### config.mk
export PLATFORM = sky130hd
export DESIGN_NAME = uart_rx_stream_ctrl
export DESIGN_NICKNAME = d
export VERILOG_FILES = /design/src/rtl/uart_rx_stream_ctrl.sv
export SDC_FILE = /design/constraint.sdc
export NUM_CORES = 1
export LEC_CHECK = 0
export CORE_UTILIZATION = 45
export DETAILED_ROUTE_END_ITERATION = 8
export MAX_ROUTING_LAYER = met4
export PLACE_DENSITY_LB_ADDON = 0.08
export SYNTH_ARGS = -nofsm -noshare
export SYNTH_HDL_FRONTEND = slang
export SYNTH_SLANG_ARGS = --single-unit
### constraint.sdc
create_clock -name clk -period 9.8 [get_ports clk]
set_clock_uncertainty 0.2 [all_clocks]
set_input_delay 1.96 -clock clk [delete_from_list [all_inputs] [get_ports clk]]
set_output_delay 1.96 -clock clk [all_outputs]
set_load 0.02 [all_outputs]
### src/rtl/uart_rx_stream_ctrl.sv
`default_nettype none
// +----------------------------------------------------------------------------+
// | Module   : uart_rx_stream_ctrl                                             |
// | Purpose  : Polls the UART RX ring-buffer peripheral (tail / wrap count),   |
// |            fetches 32-bit buffer words and streams them out as an in-order |
// |            byte stream with valid/ready. Detects producer overrun.         |
// | Options  : UART_RX_CTRL_STATS_EN - adds delivered-byte / overrun counters  |
// | Revision : 1.0 - initial release                                           |
// +----------------------------------------------------------------------------+
module uart_rx_stream_ctrl #(
   parameter logic [31:0] TAIL_ADDR     = 32'h0000_0400,
   parameter logic [31:0] COUNT_ADDR    = 32'h0000_0404,
   parameter int          POLL_INTERVAL = 16
) (
   input  logic        clk,
   input  logic        reset,
   input  logic        enable,
   output logic        mem_cmd_start,
   output logic        mem_cmd_write,
   input  logic        mem_cmd_ready,
   output logic [31:0] mem_addr,
   output logic [31:0] mem_wdata,
   input  logic [31:0] mem_rdata,
   input  logic        mem_rdata_valid,
   output logic [7:0]  out_data,
   output logic        out_valid,
   input  logic        out_ready,
   output logic        overflow,
   output logic [15:0] stat_overflows,
   output logic [31:0] stat_bytes
);

   localparam logic [15:0] c_poll_last  = 16'(POLL_INTERVAL - 1);
   localparam logic [41:0] c_ring_bytes = 42'd1024;

   typedef enum logic [2:0] {
      S_IDLE    = 3'd0,
      S_RD_CNT0 = 3'd1,
      S_RD_TAIL = 3'd2,
      S_RD_CNT1 = 3'd3,
      S_EVAL    = 3'd4,
      S_FETCH   = 3'd5,
      S_EMIT    = 3'd6,
      S_WAIT    = 3'd7
   } state_t;

   state_t      r_state;
   state_t      w_next;

   logic        r_cmd_start;   // command requested, not yet accepted
   logic        r_pending;     // command accepted, response not yet captured
   logic [1:0]  r_age;         // cycles since issue, saturating at 2
   logic [31:0] r_addr;
   logic [31:0] r_c0;
   logic [9:0]  r_tail;
   logic [31:0] r_rd_wraps;
   logic [9:0]  r_rd_ptr;
   logic [41:0] r_avail;
   logic [31:0] r_word;
   logic [15:0] r_poll;
   logic        r_overflow;

   logic        w_issue;
   logic        w_capture;
   logic        w_hs;
   logic        w_want_cmd;
   logic        w_no_cmd;
   logic [31:0] w_cmd_addr;
   logic [41:0] w_cons;
   logic [41:0] w_prod_new;

   assign w_cons     = {r_rd_wraps, r_rd_ptr};
   assign w_prod_new = {mem_rdata, r_tail};
   assign w_issue    = r_cmd_start && mem_cmd_ready;
   // Response is only trusted from the second cycle after issue onwards
   assign w_capture  = r_pending && (r_age == 2'd2) && mem_cmd_ready && mem_rdata_valid;
   assign w_no_cmd   = !r_cmd_start && !r_pending;
   assign out_valid  = (r_state == S_EMIT);
   assign w_hs       = out_valid && out_ready;

   assign mem_cmd_start = r_cmd_start;
   assign mem_cmd_write = 1'b0;
   assign mem_addr      = r_addr;
   assign mem_wdata     = 32'h0;
   assign out_data      = r_word[{r_rd_ptr[1:0], 3'b000} +: 8];
   assign overflow      = r_overflow;

   // State register
   always_ff @(posedge clk) begin
      if (reset) r_state <= S_IDLE;
      else       r_state <= w_next;
   end

   // Next-state logic and command request selection
   always_comb begin
      w_next     = r_state;
      w_want_cmd = 1'b0;
      w_cmd_addr = COUNT_ADDR;
      case (r_state)
         S_IDLE: begin
            if (enable) w_next = S_RD_CNT0;
         end
         S_RD_CNT0: begin
            w_want_cmd = 1'b1;
            if (w_capture)                 w_next = enable ? S_RD_TAIL : S_IDLE;
            else if (!enable && w_no_cmd)  w_next = S_IDLE;
         end
         S_RD_TAIL: begin
            w_want_cmd = 1'b1;
            w_cmd_addr = TAIL_ADDR;
            if (w_capture)                 w_next = enable ? S_RD_CNT1 : S_IDLE;
            else if (!enable && w_no_cmd)  w_next = S_IDLE;
         end
         S_RD_CNT1: begin
            w_want_cmd = 1'b1;
            if (w_capture) begin
               if (!enable)                w_next = S_IDLE;
               else if (mem_rdata != r_c0) w_next = S_RD_CNT0;  // torn read
               else                        w_next = S_EVAL;
            end else if (!enable && w_no_cmd) begin
               w_next = S_IDLE;
            end
         end
         S_EVAL: begin
            if (r_avail > c_ring_bytes)    w_next = S_WAIT;
            else if (r_avail == 42'd0)     w_next = S_WAIT;
            else                           w_next = S_FETCH;
         end
         S_FETCH: begin
            w_want_cmd = 1'b1;
            w_cmd_addr = {22'b0, r_rd_ptr[9:2], 2'b00};
            if (w_capture)                 w_next = enable ? S_EMIT : S_IDLE;
            else if (!enable && w_no_cmd)  w_next = S_IDLE;
         end
         S_EMIT: begin
            if (w_hs) begin
               if (!enable)                   w_next = S_IDLE;
               else if (r_avail == 42'd1)     w_next = S_RD_CNT0;
               else if (r_rd_ptr[1:0] == 2'd3) w_next = S_FETCH;
            end
         end
         S_WAIT: begin
            if (!enable || r_poll == c_poll_last) w_next = S_IDLE;
         end
         default: w_next = S_IDLE;
      endcase
      w_want_cmd = w_want_cmd && enable && w_no_cmd;
   end

   // Command handshake, position tracking and data capture
   always_ff @(posedge clk) begin
      if (reset) begin
         r_cmd_start <= 1'b0;
         r_pending   <= 1'b0;
         r_age       <= 2'd0;
         r_addr      <= 32'h0;
         r_c0        <= 32'h0;
         r_tail      <= 10'h0;
         r_rd_wraps  <= 32'h0;
         r_rd_ptr    <= 10'h0;
         r_avail     <= 42'h0;
         r_word      <= 32'h0;
         r_poll      <= 16'h0;
         r_overflow  <= 1'b0;
      end else begin
         r_overflow <= 1'b0;
         r_poll     <= (r_state == S_WAIT) ? r_poll + 16'd1 : 16'd0;

         if (w_issue) begin
            r_cmd_start <= 1'b0;
            r_pending   <= 1'b1;
            r_age       <= 2'd1;
         end else if (w_capture) begin
            r_pending   <= 1'b0;
         end else if (r_pending) begin
            if (r_age != 2'd2) r_age <= r_age + 2'd1;
         end else if (w_want_cmd) begin
            r_cmd_start <= 1'b1;
            r_addr      <= w_cmd_addr;
         end

         // Captured data is dropped when the controller is being parked
         if (w_capture && enable) begin
            case (r_state)
               S_RD_CNT0: r_c0   <= mem_rdata;
               S_RD_TAIL: r_tail <= mem_rdata[9:0];
               S_RD_CNT1: if (mem_rdata == r_c0) r_avail <= w_prod_new - w_cons;
               S_FETCH:   r_word <= mem_rdata;
               default: ;
            endcase
         end

         // Overrun: jump the consumer straight to the producer position
         if (r_state == S_EVAL && r_avail > c_ring_bytes) begin
            {r_rd_wraps, r_rd_ptr} <= w_cons + r_avail;
            r_overflow             <= 1'b1;
         end

         if (w_hs) begin
            {r_rd_wraps, r_rd_ptr} <= w_cons + 42'd1;
            r_avail                <= r_avail - 42'd1;
         end
      end
   end

`ifdef UART_RX_CTRL_STATS_EN
   logic [15:0] r_stat_ovf;
   logic [31:0] r_stat_bytes;

   // Delivered-byte (wrapping) and overrun (saturating) counters
   always_ff @(posedge clk) begin
      if (reset) begin
         r_stat_ovf   <= 16'h0;
         r_stat_bytes <= 32'h0;
      end else begin
         if (w_hs)                                r_stat_bytes <= r_stat_bytes + 32'd1;
         if (r_overflow && r_stat_ovf != 16'hFFFF) r_stat_ovf  <= r_stat_ovf + 16'd1;
      end
   end

   assign stat_overflows = r_stat_ovf;
   assign stat_bytes     = r_stat_bytes;
`else
   assign stat_overflows = 16'h0;
   assign stat_bytes     = 32'h0;
`endif

endmodule
`default_nettype wire

Yosys cells after proc, flatten, opt, wreduce, memory -nomap -nowiden
Cells that the tools add are included.
{"block": "word_totals", "register_bits": 214, "out_inout_bits": 124, "word_cells": 117}
{"block": "op_classes", "n_addsub": 6, "order_cmp": 1, "eq_ne": 19, "shifts": 1, "n_mux": 36, "n_bitwise": 4, "reduce_logical": 36}
{"cell": "2-to-1 mux 42 bit", "count": 4}
{"cell": "2-to-1 mux 32 bit", "count": 2}
{"cell": "adder 42 x 1 -> 42 bit, second input constant", "count": 1}
{"cell": "adder 42 bit", "count": 1}
{"cell": "== test 42 x 1 -> 1 bit, second input constant", "count": 1}
{"cell": "greater-than comparator 42 x 11 -> 1 bit, second input constant", "count": 1}
{"cell": "zero test 42 bit", "count": 1}
{"cell": "2-to-1 mux 3 bit", "count": 14}
{"cell": "subtractor 42 x 1 -> 42 bit, second input constant", "count": 1}
{"cell": "subtractor 42 bit", "count": 1}
{"cell": "== test 32 bit", "count": 1}
{"cell": "inequality test 32 bit", "count": 1}
{"cell": "variable part select 32 x 6 -> 8 bit", "count": 1}
{"cell": "one-hot mux 3 bit (8 select lines)", "count": 1}
{"cell": "one-hot mux 11 bit (2 select lines)", "count": 1}
{"cell": "2-to-1 mux 10 bit", "count": 2}
{"cell": "adder 16 x 1 -> 16 bit, second input constant", "count": 1}
{"cell": "== test 16 x 4 -> 1 bit, second input constant", "count": 1}
{"cell": "nonzero test 2 bit", "count": 7}
{"cell": "== test 3 bit, second input constant", "count": 4}
{"cell": "AND reduction 3 bit", "count": 4}
{"cell": "logical AND 1 bit", "count": 11}
{"cell": "2-to-1 mux 1 bit", "count": 8}
{"cell": "2-to-1 mux 2 bit", "count": 4}
{"cell": "15 further kinds", "count": 29}

Logic depth before layout (Yosys ltp)
{"block": "depth", "word_depth": 7, "ltp_mapped": 13}

Least setup slack after synthesis
No wires, ideal clock.
{"block": "synth_timing", "path_type": "in2reg", "start": "input port mem_rdata[14]", "end": "register r_avail[41]", "setup_ns": 0.133, "arrival_ns": 4.291, "t_required_ns": 9.467, "slack_ns": 5.176, "stages": 11, "path_buffers": 1, "path_cell_list": "ha_1 > clkbuf_1 > a21oi_1 > o21ai_0 > a221o_1 > a221o_1 > a31o_2 > and4_1 > o41ai_1 > mux2i_1 > nor3_1"}
{"block": "synth_via", "elab_chain_len": 5, "elab_cells_between_ends": 8, "cone_classes": "add/sub (1); eq/ne (1); mux (4); reduce/logical (2)"}
{"element": "start: declaration", "line_no": "23", "rtl": "input logic [31:0] mem_rdata,"}
{"element": "subtractor 42 bit", "line_no": "187", "rtl": "S_RD_CNT1: if (mem_rdata == r_c0) r_avail <= w_prod_new - w_cons;"}
{"element": "2-to-1 mux 42 bit", "line_no": "187"}
{"element": "2-to-1 mux 42 bit", "line_no": "184", "rtl": "case (r_state)"}
{"element": "2-to-1 mux 42 bit", "line_no": "183", "rtl": "if (w_capture && enable) begin"}
{"element": "2-to-1 mux 42 bit", "line_no": "199", "rtl": "if (w_hs) begin"}
{"element": "end signal: assignment", "line_no": "187"}
{"element": "end signal: assignment", "line_no": "201", "rtl": "r_avail <= r_avail - 42'd1;"}
{"element": "end: declaration", "line_no": "58", "rtl": "logic [41:0] r_avail;"}
Several ways; a longest one is shown, not always the timed one. The select of a mux whose other input is x is not followed.
A chain may end at the register's enable or synchronous reset.

Final worst setup path
{"block": "layout_timing", "start": "input port mem_rdata[0]", "end": "register r_avail[34]"}
Same word-level chain as after synthesis.

==> reports/results.ini <==
[critical_path]
critical_path_arrival_ps=5410
slowest_stage=a2111oi_0
rr_endpoint=r_avail[34]
critPathMaxFanout=7
cp-startpoint=mem_rdata[0]
r2r_slack_ps=5460
cp-end-kind=flop
critPathRequiredTime_ps=9920
crit_type=input pin to flop
rr_worst_depth=11
cpPeakStageDelay_ps=820
start_kind=input pin
r2r_start=r_rd_ptr[0]
path_cells=clkdlybuf4s50_1, ha_1, nand3_1, or2_2, nor3_1, o211ai_1, a2111oi_0, o21ai_0, o21ai_0, xnor2_1, o22ai_1
cp_common_cell=o21ai_0

[detailed_routing]
wl_um=44900
wl_per_cell_um=19.0
firstDrtPassIters=5
dr_total_vias=13900
route.detailed.drc=0
drt_iter0_markers=1336
ant_nets=0
vias_per_cell=5.88

[logic_synthesis]
syn_area_per_cell_um2=7.44
syn-cell-area_mm2=0.0146
seq_area_frac_synth=0.262
synth-seq-cells=191
ys_types=79
synth_top_area_cell=dfxtp_1
synthTopCellsByCount=nand2_1, a21oi_1, dfxtp_1
synth_most_common_cell=nand2_1
synth_area_leaders=dfxtp_1, ha_1, a21oi_1
synth_edf_count=0
netlist_instances=1958
ys_warn_count=0
async_flop_share=0
yosys.area.top_type_share=0.262
synth_flop_cell=dfxtp_1

[pwr]
total_power_mw=1.74
p_int_mw=1.25
vdd_drop_max_uv=140
p_switching_mw=0.485
comb_power_share=0.125
power_frac_clock=0.419
cellLeakagePower_nw=6.03
swShare=0.279
powerDensity_mw_per_mm2=112
seqPwrFrac=0.456

[clock_network]
clock_latency_ps=460
ctsResizeCount=0
cts.clk_slew.worst_paths_ps=70
cts_sinks=191
cts_buffer_depth=2
cts_buffers=17
htree_levels=4
postCtsSetupBuffers=0
cts_tree=done
cts_hold_buffers=0
clockRootBuffer=clkbuf_16

[job]
max-cap-violations=0

[layout]
area_growth_pct=6.79
antennaDiodeCount=0
drive_above_1_share=0.0398
area.sequential_mm2=0.00382
multi_input_area_mm2=0.00975
nets=2077
nFillCells=3179

[sta]
fin_tns_setup_ps=0
setup_viol=0
fin_crit_sh=0.540
hold_violations=0
tightest_slew_ps=1180
slew_viol_final=0
setup_ws_ps=4510
final.min_clock_period_ps=5290
max_freq_ghz=0.189
max_slew_margin=0.215
rsz0062_at_grt=no

[die]
rows=65
initial_core_util=0.459
die_h_um=182
die_area_mm2=0.0331
core_mm2=0.0317
die_width_um=182
ioPinCount=162

[grt]
grt_antenna_before_repair=0
overflow=0
grt.total_usage=0.280
grt_pass1_vias=12700
grt_max_degree=73
grt_pass1_wl_um=70500

[min_path]
holdPathEnd=r_poll[0]
hp-class=flop to flop
whs_path_depth=1
holdCritStartpoint=r_poll[0]

[placed_design]
gp_routability_congestion=0.975
pre_cts_ws_ps=4050
dp_hpwl_um=33700
portBuffers=57

[outcome]
outcome=finished clean

[final cells by class]
cell class | instances | area share
Clock inverter | 9 | 0.00692
Sequential cell | 191 | 0.246
Clock buffer | 23 | 0.0314
Timing Repair Buffer | 67 | 0.0413
Multi-Input combinational cell | 1608 | 0.627
Tap cell | 402 | 0.0323
Inverter | 64 | 0.0154
[logic make-up after synthesis]
group	count (synthesis)	share of synthesized area
simple gates	696	0.221
buf+inv	262	0.0959
fa+ha+maj	90	0.0783
other cells	1	0.000257
compound gates	573	0.246
flops	191	0.262
mux	22	0.0220
xor+xnor	123	0.0740
[routing by layer]
metal / vias to the layer above / wire, µm / global-route usage
li1: 6791 / - / -
met1: 6539 / 21600 / 0.395
met2: 505 / 19400 / 0.416
met3: 57 / 3000 / 0.0341
met4: 0 / 869 / 0.0850
met5: - / 0 / -
[worst max-delay path by stage]
stage,depth (start not counted),endpoint,slack (ps)
4_1_cts,11,r_avail[34],4510
2_1_floorplan,11,r_avail[41],5180
5_1_grt,11,r_avail[34],4210
6_report,11,r_avail[34],4510
3_5_place_dp,11,r_avail[34],4050
3_3_place_gp,11,r_avail[34],4050
[power groups by stage]
stage               Clock, mW  Combinational [mW]  Sequential [mW]
CTS                     0.740               0.214            0.792
floorplan                   0               0.184            0.805
detailed placement          0               0.213            0.810
finish                  0.728               0.216            0.793
global placement            0               0.213            0.810
global route            0.768               0.234            0.793
[per-stage QoR]
| step | utilization | hold WS, ps | instance area [µm²] | instances |
|---|---|---|---|---|
| floorplan | - | 218 | 15000 | 2061 |
| global placement | 0.472 | 235 | 15000 | 2332 |
| detailed placement | 0.472 | 239 | 15000 | 2332 |
| CTS | 0.490 | 250 | 15600 | 2364 |
| global route | 0.490 | 274 | 15600 | 2364 |
| finish | 0.490 | 250 | 15600 | 2364 |
[state kept, by name (all words and copies together) (netlist names)]
register / count
r_avail: 42
r_c0: 32
r_rd_wraps: 32
r_word: 32
r_poll: 16
r_rd_ptr: 10
r_tail: 10
mem_addr: 9
r_state: 3
r_age: 2
mem_cmd_start: 1
overflow: 1
r_pending: 1
[critical path: cells and delay by family]
| family | cells | cell delay [ps] |
|---|---|---|
| adder cells (fa/ha/maj) | 1 | 450 |
| buffers and inverters | 1 | 530 |
| AND/OR/NAND/NOR | 3 | 630 |
| AO/OA/AOI/OAI | 5 | 1700 |
| XOR/XNOR | 1 | 150 |
[placed cells by master, fill, tap and decap left out, types with 6 or more instances in the layout]
cell type,count
and3_1,29
conb_1,104
nand2_1,266
a211oi_1,18
mux2i_1,14
ha_1,88
o31ai_1,12
a31o_2,6
a21o_1,44
o21ai_0,110
mux4_2,8
o21bai_1,10
nor4_1,24
nand4_1,25
o41ai_1,7
nor2b_1,10
inv_1,64
buf_4,11
xor2_1,72
a22oi_1,8
a31oi_1,28
o21a_1,10
clkdlybuf4s50_1,56
or4_1,7
nor2_1,162
clkbuf_16,17
or2_2,7
or3_1,20
xnor2_1,51
o211ai_1,16
o22ai_1,14
nand3_1,57
nand2b_1,15
a21oi_1,218
nor3_1,48
dfxtp_1,191
a41oi_1,7
Note: power is estimated with default switching activity, not from simulation.
